--- src/rtl/uabc_test2024.sv ---
// UABC 2024 test tile: single-digit seven-segment counter with programmable
// step rate, up/down direction and decimal/hex wrap, mirrored on the uio pins.
module uabc_test2024 #(
    parameter int PRESCALE_SHIFT = 20   // must be >= 1
) (
    input  logic       clk,
    input  logic       rst_n,
    input  logic       ena,
    input  logic [7:0] ui_in,
    output logic [7:0] uo_out,
    input  logic [7:0] uio_in,
    output logic [7:0] uio_out,
    output logic [7:0] uio_oe
);

    localparam int P_W = PRESCALE_SHIFT + 4;

    typedef struct packed {
        logic [3:0] rate;
        logic       fast;
        logic       hex;
        logic       down;
        logic       run;
    } ctrl_t;

    ctrl_t          ctrl;
    logic [P_W-1:0] last_count;
    logic [P_W-1:0] presc;
    logic           tick;
    logic [3:0]     digit;
    logic [3:0]     digit_next;
    logic [3:0]     max_digit;
    logic           wrap;
    logic           dp;
    logic [6:0]     seg;
    logic           unused_inputs;

    assign ctrl = ctrl_t'(ui_in);
    assign unused_inputs = &{1'b0, uio_in};

    // N-1 without an adder: ((R+1) << S) - 1 is R in the high bits over S ones.
    assign last_count = ctrl.fast ? {{PRESCALE_SHIFT{1'b0}}, ctrl.rate}
                                  : {ctrl.rate, {PRESCALE_SHIFT{1'b1}}};

    // >= rather than == so a shrinking rate ends the current period at once.
    assign tick = ctrl.run & ena & (presc >= last_count);

    assign max_digit = ctrl.hex ? 4'd15 : 4'd9;

    always_comb begin
        // NOTE: defaults first so every path assigns every output; no latch inferred.
        digit_next = digit;
        wrap       = 1'b0;
        if (ctrl.down) begin
            if (digit == 4'd0) begin
                digit_next = max_digit;
                wrap       = 1'b1;
            end else if (digit > max_digit) begin
                digit_next = max_digit;     // out of range after hex->dec: clamp, no wrap
            end else begin
                digit_next = digit - 4'd1;
            end
        end else begin
            if (digit >= max_digit) begin
                digit_next = 4'd0;
                wrap       = 1'b1;
            end else begin
                digit_next = digit + 4'd1;
            end
        end
    end

    always_ff @(posedge clk or negedge rst_n) begin
        // NOTE: non-blocking assignments so every register samples pre-edge values.
        if (!rst_n) begin
            presc <= '0;
            digit <= 4'd0;
            dp    <= 1'b0;
        end else if (ctrl.run && ena) begin
            if (tick) begin
                presc <= '0;
                digit <= digit_next;
                dp    <= dp ^ wrap;
            end else begin
                presc <= presc + P_W'(1);
            end
        end
    end

    always_comb begin
        seg = 7'h00;
        unique case (digit)
            4'h0: seg = 7'h3F;
            4'h1: seg = 7'h06;
            4'h2: seg = 7'h5B;
            4'h3: seg = 7'h4F;
            4'h4: seg = 7'h66;
            4'h5: seg = 7'h6D;
            4'h6: seg = 7'h7D;
            4'h7: seg = 7'h07;
            4'h8: seg = 7'h7F;
            4'h9: seg = 7'h6F;
            4'hA: seg = 7'h77;
            4'hB: seg = 7'h7C;
            4'hC: seg = 7'h39;
            4'hD: seg = 7'h5E;
            4'hE: seg = 7'h79;
            4'hF: seg = 7'h71;
        endcase
    end

    assign uo_out  = {dp, seg};
    assign uio_out = {4'b0000, digit};
    assign uio_oe  = 8'h0F;

endmodule

--- config.mk ---
export PLATFORM = sky130hd
export DESIGN_NAME = uabc_test2024
export DESIGN_NICKNAME = d
export VERILOG_FILES = /design/src/rtl/uabc_test2024.sv
export SDC_FILE = /design/constraint.sdc
export NUM_CORES = 1
export LEC_CHECK = 0
export ABC_AREA = 1
export ABC_CLOCK_PERIOD_IN_PS = 2820
export BUFFER_PORTS_ARGS = -buffer_cell sky130_fd_sc_hd__buf_2
export CAP_MARGIN = 25
export CORE_ASPECT_RATIO = 1.75
export CORE_UTILIZATION = 35
export CTS_BUF_LIST = sky130_fd_sc_hd__clkbuf_8
export CTS_CLUSTER_DIAMETER = 200
export DETAILED_ROUTE_END_ITERATION = 12
export PLACE_DENSITY = 0.63
export RECOVER_POWER = 25
export SYNTH_ARGS = -nofsm -noshare
export SYNTH_HDL_FRONTEND = slang
export SYNTH_SLANG_ARGS = --single-unit
--- constraint.sdc ---
create_clock -name clk -period 2.82 [get_ports clk]
set_input_delay 0 -clock clk [delete_from_list [all_inputs] [get_ports clk]]
set_output_delay 0 -clock clk [all_outputs]
set_load 0.005 [all_outputs]
# Word level (Yosys, flattened, before mapping)
# Memories as Yosys holds them, arrays and structs flattened.
# Index checks and enable logic that the tools add are counted.
word_totals:
  reg_bits: 29
  latch_bits: 0
  n_memories: 1
  mem_bits_rw: 0
  romBits: 112
memory_table:
  columns: ["memory", "depth", "word_bits", "rd", "rd_ports_with_merged_regs", "wr", "line", "text"]
  rows:
  - ["(no name shown)", 16, 7, 1, 0, 0, "92", "unique case (digit)"]
op_classes:
  n_reduce_logical: 3
  magnitude_cmp: 3
  eq_ne: 0
  muxes: 10
  n_mul: 0
  div_mod_pow: 0
  n_shift: 0
  n_addsub: 3
  n_bitwise: 3
op_table:
  columns: ["cell", "count"]
  rows:
  - ["$mux W24", 2]
  - ["$add A24 B1 Y24 const B", 1]
  - ["$ge A24 B24 Y1", 1]
  - ["$mux W4", 4]
  - ["$add A4 B1 Y4 const B", 1]
  - ["$ge A4 B4 Y1", 1]
  - ["$gt A4 B4 Y1", 1]
  - ["$logic_not A4 Y1", 1]
  - ["$sub A4 B1 Y4 const B", 1]
  - ["$mux W1", 3]
  - ["$mux W3", 1]
  - ["$and A1 B1 Y1", 2]
  - ["$reduce_and A2 Y1", 1]
  - ["$logic_and A1 B1 Y1", 1]
  - ["$xor A1 B1 Y1", 1]

# Depth between registers and ports, before layout
# Gate-level depths: netlist of the first run.
depth:
  word_depth: 5
  depth_mapped: 14
  depth_no_buf: 14

# Worst setup path before layout of the first run
# OpenSTA, ideal clock, no wires.
synth_path:
  kind: "register -> register"
  startpoint: "register presc[15]"
  endpoint: "register presc[2]"
  path_stages_with_launch: 11
  period_less_slack_ns: 1.734
  arrival_ns: 1.663
  setup_time_ns: 0.071
  required_time_ns: 2.749
  setup_slack_ns: 1.086
  cell_sequence: "dfrtp_1 ha_1 a21o_1 nor2_1 nand2_1 nand2_1 nand2_1 nor2_4 nor2_8 buf_6 nor2_1"
synth_via:
  elab_chain_len: 3
synth_rtl:
  columns: ["item", "line", "text"]
  rows:
  - ["from (decl)", "28", "logic [P_W-1:0] presc;"]
  - ["from (signal assigned)", "85", "presc <= presc + P_W'(1);"]
  - ["$ge A24 B24 Y1", "46", "assign tick = ctrl.run & ena & (presc >= last_count);"]
  - ["$and A1 B1 Y1", "46", null]
  - ["$mux W24", "80", "if (tick) begin"]
# Every way passes these cells.
# A chain may end at the register's enable or synchronous reset.

# Worst setup path in the final report of the first run
layout_path:
  startpoint: "register presc[19]"
  endpoint: "register digit[2]"
layout_via:
  elab_chain_len: 3
layout_rtl:
  columns: ["item", "line", "text"]
  rows:
  - ["$ge A24 B24 Y1", "46", null]
  - ["$and A1 B1 Y1", "46", null]
  - ["$reduce_and A2 Y1 (no source line)", null, null]
  - ["to (signal assigned)", "82", "digit <= digit_next;"]
  - ["to (decl)", "30", "logic [3:0] digit;"]
# Every way passes these cells.

==> qor.yml, run 1 <==
status: "finished with violations"
violations: "max-capacitance violations, max-slew violations"
htreeDepth: 2
pin_count: 43
syn_area_mm2: 0.002801
die_y_um: 120.4
routed_wl_mm: 6.359
ys_types: 32
grt_max_degree: 30
cp-end-kind: "register"
crit_arrival_ns: 2.15
post_drt_wl_per_cell_um: 12.14
antenna_found_initial: 0
tightest_slew_ns: 1.622
required_ns: 3.00
cts.path.max_buffers: 2
combPwrFrac_pct: 43.2
min_period_ns: 1.970
slowest_delay_ns: 0.45
final_common_cell: "nand2_1"
post_cts_buffers: 0
netlist_instances: 413
gp_routability_congestion: 0.8287
path_cells: "ha_1 -> nand2_1 -> nor2_1 -> nand2_1 -> nor2_2 -> nand2_1 -> nor2_1 -> nand2_1 -> nand2_1 -> nand2_1 -> nand2_1 -> nand2_1"
area_growth_pct: 9.781
ir_worst_vdd_mv: 0.4117
grt_usage_pct: 16.30
antenna_left: 0
grt_overflow_total: 0
path_buf_inv: 0
drt_iter0_markers: 78
path_max_fanout: 6
cellLeakagePower_nw: 1.628
avgSynthCellArea_um2: 6.783
vias: 2594
p_per_area_mw_per_mm2: 672.6
hold_path.class: "in -> reg"
synth_top_cell_by_area: "dfrtp_1"
synth-warning-count: 0
finalPower_mw: 2.069
remaining_drc_errors: 0
clock_skew_ns: 0.004771
setup_violations: 0
p_int_mw: 1.222
hpwl_mm: 4.960
diodes: 0
grt_setup_unrepaired: "false"
clkPwrFrac_pct: 25.3
worst_setup_path_start_kind: "register"
clkSlewWorstSetupHoldPaths_ns: 0.07
cts_sinks: 29
fin_hold_ws_ns: 0.1450
synth_seq_cells: 29
pwr-share-seq_pct: 31.5
critical-path-slowest-cell: "dfrtp_1"
slew_viol_final: 30
fin_nets: 489
port_buffers: 22
path_class: "reg -> reg"
drt_first_pass_iters: 4
cts_made_buffers: 5
p_sw_mw: 0.8470
start_util_pct: 36.51
rows: 42
drive_above_1_share_pct: 9.633
synth.area.top_cells: "dfrtp_1 (26%), nand2_1 (17%), ha_1 (16%)"
coreArea_mm2: 0.007672
first_global_vias: 2448
maxSlewHeadroom_pct: -8.101
path_delay_family: "simple AND/OR/NAND/NOR gates"
cts_tree: "done"
setup_tns_ns: 0
clkLatencyLatePin_ns: 0.28
switching_share_pct: 40.95
grt_pass1_wl_mm: 11.05
post-route-period-util_pct: 69.87
hold_viol: 0
vias_per_cell: 4.950
die_w_um: 69.63
critPathMostFrequentCell: "nand2_1"
seq_area_frac_synth_pct: 25.90
drv_cap: 1
synth_top_cell_area_share_pct: 25.90
dieArea_mm2: 0.008380
clock.fmax_mhz: 507.5
mostFrequentLayoutCells: "nand2_1 (124), nor2_1 (58), inv_1 (38)"
cts-root-buf: "clkbuf_8"
through the flow:
step	util (%)	worst slack (ns)	area, um2	std cells
after floorplan	-	1.086	2839	423
after global placement	38.23	0.6419	2933	515
after detailed placement	38.23	0.6218	2933	515
after CTS	40.10	0.8326	3077	524
after global routing	40.08	0.5175	3075	524
final	40.08	0.8496	3075	524
routing by layer:
metal	vias up	wire (um)	global-route usage, %	share of wire (%)
met4	0	181	6.750	2.8
li1	1355	-	-	-
met1	1178	2519	17.21	40
met2	49	3484	31.98	55
met3	12	173	1.750	2.7
met5	-	0	0	0
synth_stat cells (all sizes together):
master	instances
clkinv	1
o211ai	1
a21o	2
ha	35
o21ai	13
buf	17
xnor2	5
nand3	27
o22ai	4
clkbuf	1
nand3b	6
dfrtp	29
o31ai	1
nor2	64
or2	1
a21oi	11
nand4	7
nor4	2
nand2	128
xor2	10
nor3	6
inv	39
a21bo	1
conb	2
power by group through the flow:
stage / Sequential, mW / Clock (mW) / Combinational [mW]
final: 0.652 / 0.523 / 0.894
after global routing: 0.673 / 0.553 / 1.06
after CTS: 0.654 / 0.533 / 0.907
after detailed placement: 0.660 / 0 / 0.904
after global placement: 0.659 / 0 / 0.877
after floorplan: 0.598 / 0 / 0.682
worst register-to-register path: cells and delay by family (launching register included):
family	cells	cell delay [ns]
fa+ha+maj	1	0.33
flops	1	0.45
simple gates	11	1.10
flip-flops by register name (all words and copies together) (netlist names):
register	cells
dp	1
presc	24
digit	4
worst paths after layout:
path | startpoint | end | slack [ns] | cells after the start
worst max-delay path | presc[19] | digit[2] | 0.85 | 12
worst min-delay path | ui_in[1] | digit[2] | 0.14 | 5
worst max register to register | presc[19] | digit[2] | 0.85 | 12
worst min register to register | dp | dp | 0.51 | 2
max in group asynchronous | rst_n | presc[6] | 1.22 | 2
min in group asynchronous | rst_n | presc[22] | 0.66 | 2
area by class of cell:
type	count	area, um2
Timing Repair Buffer	23	118.9
Fill cell	822	4597
Sequential cell	29	725.7
Clock inverter	3	65.06
Tap cell	88	110.1
Multi-Input combinational cell	336	1837
Inverter	40	150.1
Clock buffer	5	68.82
logic make-up after synthesis:
kind of cell | Yosys count | synth area share, %
buffers and inverters | 58 | 9.870
AOI/OAI and AO/OA | 33 | 6.610
other | 2 | 0.2681
and+or+nand+nor | 241 | 37.03
xor gates and xnor gates | 15 | 4.689
adders and majority gates | 35 | 15.63
DFF | 29 | 25.90
what timing repair did:
action,CTS,global route
hold buffers,1,0
resized for setup,0,0
hold endpoints to repair,29,0
Power figures use the tool's default switching activity.
==> inputs of run 2 (changes only) <==
--- a/config.mk
+++ b/config.mk
@@ -6,7 +6,7 @@
 export NUM_CORES = 1
 export LEC_CHECK = 0
 export ABC_AREA = 1
-export ABC_CLOCK_PERIOD_IN_PS = 2820
+export ABC_CLOCK_PERIOD_IN_PS = 1770
 export BUFFER_PORTS_ARGS = -buffer_cell sky130_fd_sc_hd__buf_2
 export CAP_MARGIN = 25
 export CORE_ASPECT_RATIO = 1.75
@@ -14,7 +14,7 @@
 export CTS_BUF_LIST = sky130_fd_sc_hd__clkbuf_8
 export CTS_CLUSTER_DIAMETER = 200
 export DETAILED_ROUTE_END_ITERATION = 12
-export PLACE_DENSITY = 0.63
+export PLACE_DENSITY = 0.65
 export RECOVER_POWER = 25
 export SYNTH_ARGS = -nofsm -noshare
 export SYNTH_HDL_FRONTEND = slang
==> constraint.sdc (replaced) <==
create_clock -name clk -period 1.77 [get_ports clk]
set_input_delay 0 -clock clk [delete_from_list [all_inputs] [get_ports clk]]
set_output_delay 0 -clock clk [all_outputs]
set_load 0.005 [all_outputs]
==> run 2 against run 1 <==
The flow finishes with violations (negative setup slack). Cell count up 9.5%. Utilization increased by 8.7 points. Register-to-register slack worse by 0.98 ns. Combinational power grew 140%. Non-clock buffer count is 50 higher. Die area stayed put. Routed wire length increased by 21%. Final area grew 22%. Critical path depth is 1 lower. Clock skew grew 0.0072 ns.
==> qor.yml, run 2 (synthesis gave the netlist of run 1 again) <==
grt_overflow_total: 0
multi_input_area_mm2: 0.002136
grt_setup_unrepaired: "true"
vias: 2886
top_register: "presc"
cts_made_buffers: 5
cts-root-buf: "clkbuf_8"
dp.cells: 562
cp-end-kind: "register"
final_util_pct: 48.81
final_common_cell: "nand2_1"
pin_count: 43
path_delay_family: "simple AND/OR/NAND/NOR gates"
crit_cells: 11
fin_nets: 539
worst_setup_path_start_kind: "register"
drt_first_pass_iters: 4
final_cells: 574
status: "finished with violations"
critical-path-slowest-cell: "dfrtp_1"
gp_routability_congestion: 0.9288
required_ns: 1.95
drt_iter0_markers: 97
remaining_drc_errors: 0
violations: "negative setup slack"
htreeDepth: 2
rows: 42
post-route-period-util_pct: 107.2
crit_arrival_ns: 2.07
vias_per_cell: 5.028
path_max_fanout: 8
post_drt_wl_per_cell_um: 13.40
dieArea_mm2: 0.008380
slowest_delay_ns: 0.41
start_util_pct: 36.51
antenna_left: 0
p_per_area_mw_per_mm2: 960.7
cp-startpoint: "presc[21]"
path_buf_inv: 1
critPathMostFrequentCell: "nor2_4"
tightest_slew_ns: 0.7806
drv_cap: 0
antenna_found_initial: 0
first_global_vias: 2855
reg.largest.list: "presc x24, digit x4, dp x1"
cts_sinks: 29
rr_worst_depth: 11
routed_wl_mm: 7.691
grt_max_degree: 30
slew_viol_final: 0
largest_reg_flops: 24
hold_path.class: "in -> reg"
grt_usage_pct: 18.96
coreArea_mm2: 0.007672
nFillCells: 738
maxSlewHeadroom_pct: 47.96
hpwl_mm: 5.959
setup_violations: 29
port_buffers: 22
die_y_um: 120.4
setup_ws_ns: -0.1280
path_class: "reg -> reg"
drive_above_1_share_pct: 30.25
path_cells: "ha_4 -> nand2_4 -> nor2_4 -> nand2_2 -> nor2_4 -> nand3_2 -> nor2_4 -> nor2_4 -> nor2_8 -> buf_12 -> nor2_2"
min_period_ns: 1.898
clock.fmax_mhz: 526.9
ir_worst_vdd_mv: 0.5132
r2r-start: "presc[21]"
seq_area_um2: 726.9
clock_skew_ns: 0.01192
mostFrequentLayoutCells: "nand2_1 (108), buf_4 (46), nor2_1 (40)"
hp-start: "ui_in[1]"
grt_pass1_wl_mm: 12.59
clkLatencyLatePin_ns: 0.30
diodes: 0
cellLeakagePower_nw: 1.886
hold_viol: 0
area_growth_pct: 33.68
cts_tree: "done"
cts.path.max_buffers: 2
die_w_um: 69.63
min_path_cells: 5
clkSlewWorstSetupHoldPaths_ns: 0.08
==> run 2: cell count changes in the layout (fill, tap and decap cells not counted), sizes merged <==
cell      previous run  this run
buf                 21        70
bufinv               2         0
clkbuf               6         7
clkinv               2         3
clkinvlp             0         1
==> run 2: worst reg2reg max path, stage by stage, from the launching register on <==
cell,delay [ns]
dfrtp_1,0.41
ha_4,0.30
nand2_4,0.05
nor2_4,0.11
nand2_2,0.09
nor2_4,0.14
nand3_2,0.10
nor2_4,0.14
nor2_4,0.08
nor2_8,0.15
buf_12,0.15
nor2_2,0.04
==> run 2: per-layer routing <==
layer  track usage, %  up-vias  wire [um]
met4            8.375        0        231
met3            2.333       17        272
met5                0        -          0
li1                 -     1442          -
met2            38.96       78       4493
met1            18.10     1349       2693
==> run 2: metrics by stage <==
step / hold slack, ns / cell area (um2) / power, mW / setup WS (ns) / setup TNS (ns)
floorplan: -0.2956 / 2839 / 2.039 / 0.03557 / 0
global placement: 0.08071 / 3311 / 2.807 / -0.1402 / -2.900
detailed placement: 0.09318 / 3311 / 2.844 / -0.1618 / -3.339
CTS: 0.1155 / 3501 / 3.481 / -0.1533 / -3.267
global route: 0.1756 / 3745 / 3.906 / -0.2122 / -5.103
finish: 0.1156 / 3745 / 3.598 / -0.1280 / -2.397
==> run 2: power breakdown <==
part           total, mW  switching [mW]  internal, mW
Sequential         0.925           0.134         0.791
Combinational       2.11            1.17         0.947
Clock              0.561           0.290         0.271
Total               3.60            1.59          2.01
==> run 2: final cells by class <==
| cell class | instances | share of cell area [%] |
|---|---|---|
| tap | 88 | 2.940 |
| inverter | 40 | 4.009 |
| clock buffer | 5 | 1.838 |
| multi-input combinational | 336 | 57.03 |
| sequential | 29 | 19.41 |
| timing repair buffer | 73 | 14.30 |
| clock inverter | 3 | 0.4678 |
==> run 2: what timing repair did <==
item / in CTS / in global routing
hold buffers: 1 / 0
hold endpoints to repair: 29 / 0
pin swaps: 14 / 25
resized for setup: 21 / 48
endpoints found under the setup margin: 29 / 30
setup buffers: 1 / 2
==> run 2: path summary, 6_finish.rpt <==
check	slack, ns	endpoint
max	-0.13	presc[2]
min	0.12	digit[2]
max reg2reg	-0.13	presc[2]
min reg2reg	0.52	dp
max in group asynchronous	0.92	digit[3]
min in group asynchronous	0.30	presc[14]
